## src/rtl/sync_fifo_pkg.sv

```systemverilog
// sync_fifo_pkg: shared sizing helper, parameter-legality checks and error-flag type for sync_fifo_flags
package sync_fifo_pkg;
  localparam int MIN_DEPTH = 2;
  localparam int MIN_WIDTH = 1;
  typedef struct packed {
    logic overflow;
    logic underflow;
  } err_flags_t;
  function automatic int ptr_width(input int depth);
    return $clog2(depth) + 1;
  endfunction
  function automatic bit width_ok(input int width);
    return width >= MIN_WIDTH;
  endfunction
  function automatic bit depth_ok(input int depth);
    return depth >= MIN_DEPTH && (depth & (depth - 1)) == 0;
  endfunction
  function automatic bit af_ok(input int af, input int depth);
    return af >= 1 && af <= depth;
  endfunction
  function automatic bit ae_ok(input int ae, input int depth);
    return ae >= 0 && ae <= depth - 1;
  endfunction
endpackage

```

## src/rtl/sync_fifo_ram.sv

```systemverilog
// sync_fifo_ram: DEPTH x WIDTH storage; ports clk, we/waddr/wdata (sync write), raddr/rdata (async read), no reset
module sync_fifo_ram #(
  parameter int WIDTH = 8,
  parameter int DEPTH = 16
) (
  input  logic                     clk,
  input  logic                     we,
  input  logic [$clog2(DEPTH)-1:0] waddr,
  input  logic [WIDTH-1:0]         wdata,
  input  logic [$clog2(DEPTH)-1:0] raddr,
  output logic [WIDTH-1:0]         rdata
);
  logic [WIDTH-1:0] mem [DEPTH];
  always_ff @(posedge clk)
    if (we) mem[waddr] <= wdata;
  assign rdata = mem[raddr];
endmodule

```

## src/rtl/sync_fifo_flags.sv

```systemverilog
// sync_fifo_flags: single-clock FIFO with occupancy count, almost_full/almost_empty thresholds and sticky overflow/underflow.
// Ports: clk, rst (async, active-low); write side wr_en/wr_data; read side rd_en/rd_data/rd_valid; err_clr;
// status count/empty/full/almost_empty/almost_full/overflow/underflow.
// Define SYNC_FIFO_FWFT_EN for first-word-fall-through output; default is a registered read.
module sync_fifo_flags
  import sync_fifo_pkg::*;
#(
  parameter int WIDTH    = 8,
  parameter int DEPTH    = 16,
  parameter int AF_LEVEL = DEPTH - 2,
  parameter int AE_LEVEL = 2
) (
  input  logic                          clk,
  input  logic                          rst,
  input  logic                          wr_en,
  input  logic [WIDTH-1:0]              wr_data,
  input  logic                          rd_en,
  input  logic                          err_clr,
  output logic [WIDTH-1:0]              rd_data,
  output logic                          rd_valid,
  output logic [ptr_width(DEPTH)-1:0]   count,
  output logic                          empty,
  output logic                          full,
  output logic                          almost_empty,
  output logic                          almost_full,
  output logic                          overflow,
  output logic                          underflow
);
  localparam int PW = ptr_width(DEPTH);
  localparam int AW = PW - 1;
  if (!width_ok(WIDTH) || !depth_ok(DEPTH) || !af_ok(AF_LEVEL, DEPTH) || !ae_ok(AE_LEVEL, DEPTH)) begin : g_bad_params
    $error("sync_fifo_flags: illegal WIDTH/DEPTH/AF_LEVEL/AE_LEVEL");
  end
  logic [PW-1:0]    wr_ptr_q, wr_ptr_d, rd_ptr_q, rd_ptr_d, count_q, count_d;
  err_flags_t       err_q, err_d;
  logic [WIDTH-1:0] mem_rd;
  logic             rd_acc, wr_acc;
  assign count        = count_q;
  assign empty        = count_q == '0;
  assign full         = count_q == PW'(DEPTH);
  assign almost_empty = count_q <= PW'(AE_LEVEL);
  assign almost_full  = count_q >= PW'(AF_LEVEL);
  assign overflow     = err_q.overflow;
  assign underflow    = err_q.underflow;
  // a write to a full FIFO still fits when a read frees a slot on the same edge
  always_comb begin
    rd_acc          = rd_en && !empty;
    wr_acc          = wr_en && (!full || rd_acc);
    wr_ptr_d        = wr_ptr_q + PW'(wr_acc);
    rd_ptr_d        = rd_ptr_q + PW'(rd_acc);
    count_d         = count_q + PW'(wr_acc) - PW'(rd_acc);
    err_d.overflow  = (err_q.overflow && !err_clr) || (wr_en && !wr_acc);
    err_d.underflow = (err_q.underflow && !err_clr) || (rd_en && !rd_acc);
  end
  always_ff @(posedge clk or negedge rst)
    if (!rst) begin
      wr_ptr_q <= '0;
      rd_ptr_q <= '0;
      count_q  <= '0;
      err_q    <= '0;
    end else begin
      wr_ptr_q <= wr_ptr_d;
      rd_ptr_q <= rd_ptr_d;
      count_q  <= count_d;
      err_q    <= err_d;
    end
  sync_fifo_ram #(.WIDTH(WIDTH), .DEPTH(DEPTH)) u_ram (
    .clk  (clk),
    .we   (wr_acc),
    .waddr(wr_ptr_q[AW-1:0]),
    .wdata(wr_data),
    .raddr(rd_ptr_q[AW-1:0]),
    .rdata(mem_rd)
  );
`ifdef SYNC_FIFO_FWFT_EN
  // head word is shown while non-empty; forced to 0 when empty so reset reads back 0
  assign rd_data  = empty ? '0 : mem_rd;
  assign rd_valid = !empty;
`else
  logic [WIDTH-1:0] rd_data_q, rd_data_d;
  logic             rd_valid_q, rd_valid_d;
  always_comb begin
    rd_data_d  = rd_acc ? mem_rd : rd_data_q;
    rd_valid_d = rd_acc;
  end
  always_ff @(posedge clk or negedge rst)
    if (!rst) begin
      rd_data_q  <= '0;
      rd_valid_q <= 1'b0;
    end else begin
      rd_data_q  <= rd_data_d;
      rd_valid_q <= rd_valid_d;
    end
  assign rd_data  = rd_data_q;
  assign rd_valid = rd_valid_q;
`endif
endmodule

```

## config.mk

```make
export PLATFORM = sky130hd
export DESIGN_NAME = sync_fifo_flags
export DESIGN_NICKNAME = d
export VERILOG_FILES = /design/src/rtl/sync_fifo_pkg.sv /design/src/rtl/sync_fifo_ram.sv /design/src/rtl/sync_fifo_flags.sv
export SDC_FILE = /design/constraint.sdc
export NUM_CORES = 1
export LEC_CHECK = 0
export ABC_CLOCK_PERIOD_IN_PS = 2600
export CAP_MARGIN = 20
export CORE_MARGIN = 3
export CORE_UTILIZATION = 57
export CTS_CLUSTER_SIZE = 10
export DETAILED_ROUTE_END_ITERATION = 16
export DONT_BUFFER_PORTS = 1
export GPL_TIMING_DRIVEN = 0
export PLACE_DENSITY = 0.84
export SLEW_MARGIN = 20
export SYNTH_ARGS = -nofsm -noshare
export SYNTH_HDL_FRONTEND = slang
export SYNTH_SLANG_ARGS = --single-unit
```

## constraint.sdc

```tcl
create_clock -name clk -period 2.6 [get_ports clk]
set_input_delay 0.52 -clock clk [delete_from_list [all_inputs] [get_ports clk]]
set_output_delay 0.52 -clock clk [all_outputs]
set_load 0.005 [all_outputs]
```

==> out/metrics.csv <==
metric;value;unit
synth_area;6170;um2
count_of_pins_over_their_slew_limit;0;
cell_type_with_the_largest_total_area_after_synthesis;sky130_fd_sc_hd__edfxtp_1;
share_of_the_synthesized_area_in_the_top_cell_type;62.3;%
ctsLongestPathBuffers;2;
detailed_place.area;6360;um2
dp.cells;446;
fin_area;7080;um2
multi_input_comb_area;1600;um2
final.fill_count;634;
synthToLayoutAreaGrowth;14.8;%
depth_of_the_cts_h_tree;4;
postSynthAreaPerCell;19.9;um2
grt_remaining_overflow;0;
initial_core_utilization;59.2;%
die_y;110;um
timing.critical_path.from_type;flip-flop;
num_rows;37;
cts_root_buffer;sky130_fd_sc_hd__clkbuf_8;
fp.dieArea;12100;um2
synth_cell_type_count;35;
timing.critical_path.from;count[2];
firstDrtPassIters;5;
first_global_vias;3235;
layout.cells.non_filler;485;
tightest_slew;0.822;ns
synth.area.top_cells;sky130_fd_sc_hd__edfxtp_1 62%, sky130_fd_sc_hd__dfrtp_1 9.7%, sky130_fd_sc_hd__mux4_2 7.7%, sky130_fd_sc_hd__mux4_1 4.7%, sky130_fd_sc_hd__ha_1 2.6%;
drc;0;
run_status;finished clean;
critPathKind;reg -> reg;
relSlewSlack;44.9;%
grt_usage;23.0;%
synth_cells;310;
crit_end;count[4];
setup_violations;0;
synth_fp_nets;337;
drtAntennaViolNets;0;
ys_top_cells_by_count;128 x sky130_fd_sc_hd__edfxtp_1, 24 x sky130_fd_sc_hd__dfrtp_1, 22 x sky130_fd_sc_hd__nor2_1;
final_nets;363;
fin_total_pwr;8.31;mW
buffer_ports.inserted;0;
ys_dominant_reg_cell;sky130_fd_sc_hd__edfxtp_1;
period_share;96.6;%
synth_warnings;0;
insertion_delay;0.52;ns
count_of_state_elements_after_synthesis;152;
antenna_found_initial;0;
grt_first_pass_wirelength;19200;um
first_drt_iteration_drcs;369;
layout.core_utilization;68.0;%
clock-sinks;152;
r2r_slack;0.09;ns
critPathArrivalTime;2.91;ns
inserted_clock_buffers;17;
num_antenna_cells;0;
share_of_flip_flops_with_an_asynchronous_set_or_reset_after_synthesis;15.8;%
hpwlAfterDp;7690;um
fin_skew;0.00510;ns
timing.reg2reg.worst_path_depth;11;
gpl.final_weighted_congestion;0.754;
final_period_minus_worst_setup_slack;2.51;ns
ios;33;
clock.fmax;398;MHz
synth.most_common_cell;sky130_fd_sc_hd__edfxtp_1;
power.ir.vdd_worst;0.596;mV
power_density;1170;nW/um2
drive_gt1_share;26.4;%
num_vias;3105;
setup.worst_path.end_class;flip-flop;
worst-endpoint-required;3.00;ns
hold_viol;0;
rsz_0062_raised_after_global_routing;true;
leakage;2.45;nW
via_per_inst;6.40;
worst_r2r_startpoint;count[2];
min-delay-path-class;in -> reg;
cts_tree;built;
clkSlewWorstSetupHoldPaths;0.06;ns
core;10400;um2
chipWidth;110;um
cap_viol_max_count;0;
synth-edff-count;128;
critical_path.max_fanout;15;
route.detailed.wl_per_inst;26.9;um
synth-seq-area-share;72.0;%
grt_start_max_net_pins;25;
regArea;4450;um2
drt-total-wl;13100;um
hold_start;wr_data[1];
reg2reg_to;count[4];
-- layout make-up --
class                           count  share of cell area [%]
Clock buffer                       18                    5.90
Timing Repair Buffer                9                    1.17
Clock inverter                     14                    2.90
Tap cell                          136                    2.40
Buffer                             14                    1.73
Sequential cell                   152                    62.8
Inverter                           11                   0.583
Multi-Input combinational cell    131                    22.6
-- layout by cell type (no fill, tap or decap), types with 7 or more instances in the layout --
cell | netlist | layout
sky130_fd_sc_hd__mux4_2 | 21 | 21
sky130_fd_sc_hd__mux4_1 | 11 | 11
sky130_fd_sc_hd__mux2i_1 | 8 | 8
sky130_fd_sc_hd__inv_1 | 11 | 9
sky130_fd_sc_hd__clkbuf_16 | 0 | 16
sky130_fd_sc_hd__buf_4 | 0 | 7
sky130_fd_sc_hd__o22ai_1 | 8 | 8
sky130_fd_sc_hd__dfrtp_1 | 24 | 23
sky130_fd_sc_hd__edfxtp_1 | 128 | 128
sky130_fd_sc_hd__nor2_1 | 22 | 19
sky130_fd_sc_hd__ha_1 | 13 | 11
sky130_fd_sc_hd__a221oi_2 | 8 | 8
-- flip-flops by register name, indices dropped and copies added, names as in the netlist --
signal and flops:
rd_valid 1, underflow 1, rd_data 8, rd_ptr_q 4, overflow 1, count 5, u_ram.mem 128, wr_ptr_q 4
-- kinds of logic after synthesis --
kind of cell / after synthesis / synth area share (%)
AOI/OAI and AO/OA: 24 / 3.57
muxes: 40 / 13.6
buffers and inverters: 27 / 3.02
DFF: 152 / 72.0
xor gates and xnor gates: 7 / 0.994
adders and majority gates: 14 / 2.96
and+or+nand+nor: 46 / 3.79
-- how the worst min path moves through the flow --
| stage | end | slack (ns) | depth (start not counted) |
|---|---|---|---|
| after detailed placement | count[1] | 0.22 | 0 |
| after global placement | count[4] | 0.22 | 0 |
| after global routing | u_ram.mem[15][6] | 0.08 | 0 |
| final | u_ram.mem[9][1] | 0.09 | 0 |
| after CTS | u_ram.mem[4][6] | 0.07 | 0 |
| after floorplan | count[0] | 0.22 | 0 |
-- power by group --
part           switching [mW]  internal [mW]  leakage (nW)  total (mW)
Sequential              0.239           3.04          1.43        3.28
Combinational            1.32           1.13         0.727        2.45
Clock                   0.944           1.64         0.291        2.59
-- per-layer routing --
| metal | up-vias | global-route usage [%] | wire (um) | share of wire, % |
|---|---|---|---|---|
| met5 | - | 0 | 0 | 0 |
| met3 | 27 | 5.53 | 1180 | 9.1 |
| li1 | 1304 | - | - | - |
| met4 | 0 | 10.2 | 350 | 2.7 |
| met2 | 169 | 36.7 | 6550 | 50 |
| met1 | 1605 | 30.4 | 4980 | 38 |
-- worst max-delay path, cell delays in order, from the launching register on --
cell	delay [ns]
sky130_fd_sc_hd__dfrtp_2	0.44
sky130_fd_sc_hd__inv_2	0.10
sky130_fd_sc_hd__ha_4	0.15
sky130_fd_sc_hd__nor4b_4	0.33
sky130_fd_sc_hd__nor2b_4	0.18
sky130_fd_sc_hd__nand2_2	0.14
sky130_fd_sc_hd__o21ai_0	0.11
sky130_fd_sc_hd__ha_2	0.23
sky130_fd_sc_hd__fa_2	0.38
sky130_fd_sc_hd__a21oi_2	0.12
sky130_fd_sc_hd__o21bai_1	0.09
sky130_fd_sc_hd__xnor2_1	0.14
-- timing repair --
item / CTS / global route
pin swaps: 1 / 1
buffers inserted: 3 / 4
gates resized for setup: 11 / 3
hold buffers: 2 / 0
endpoints found under the hold margin: 24 / 0
setup endpoints to repair: 66 / 52
-- stage by stage --
step / setup TNS, ns / hold WS (ns) / setup slack, ns
after floorplan: 0 / 0.224 / 0.0519
after global placement: -5.47 / 0.225 / -0.235
after detailed placement: -0.838 / 0.225 / -0.318
after CTS: 0 / 0.0728 / 0.0148
after global routing: -0.111 / 0.0767 / -0.0178
final: 0 / 0.0930 / 0.0886
No activity file was read; power rests on OpenSTA's default activity.
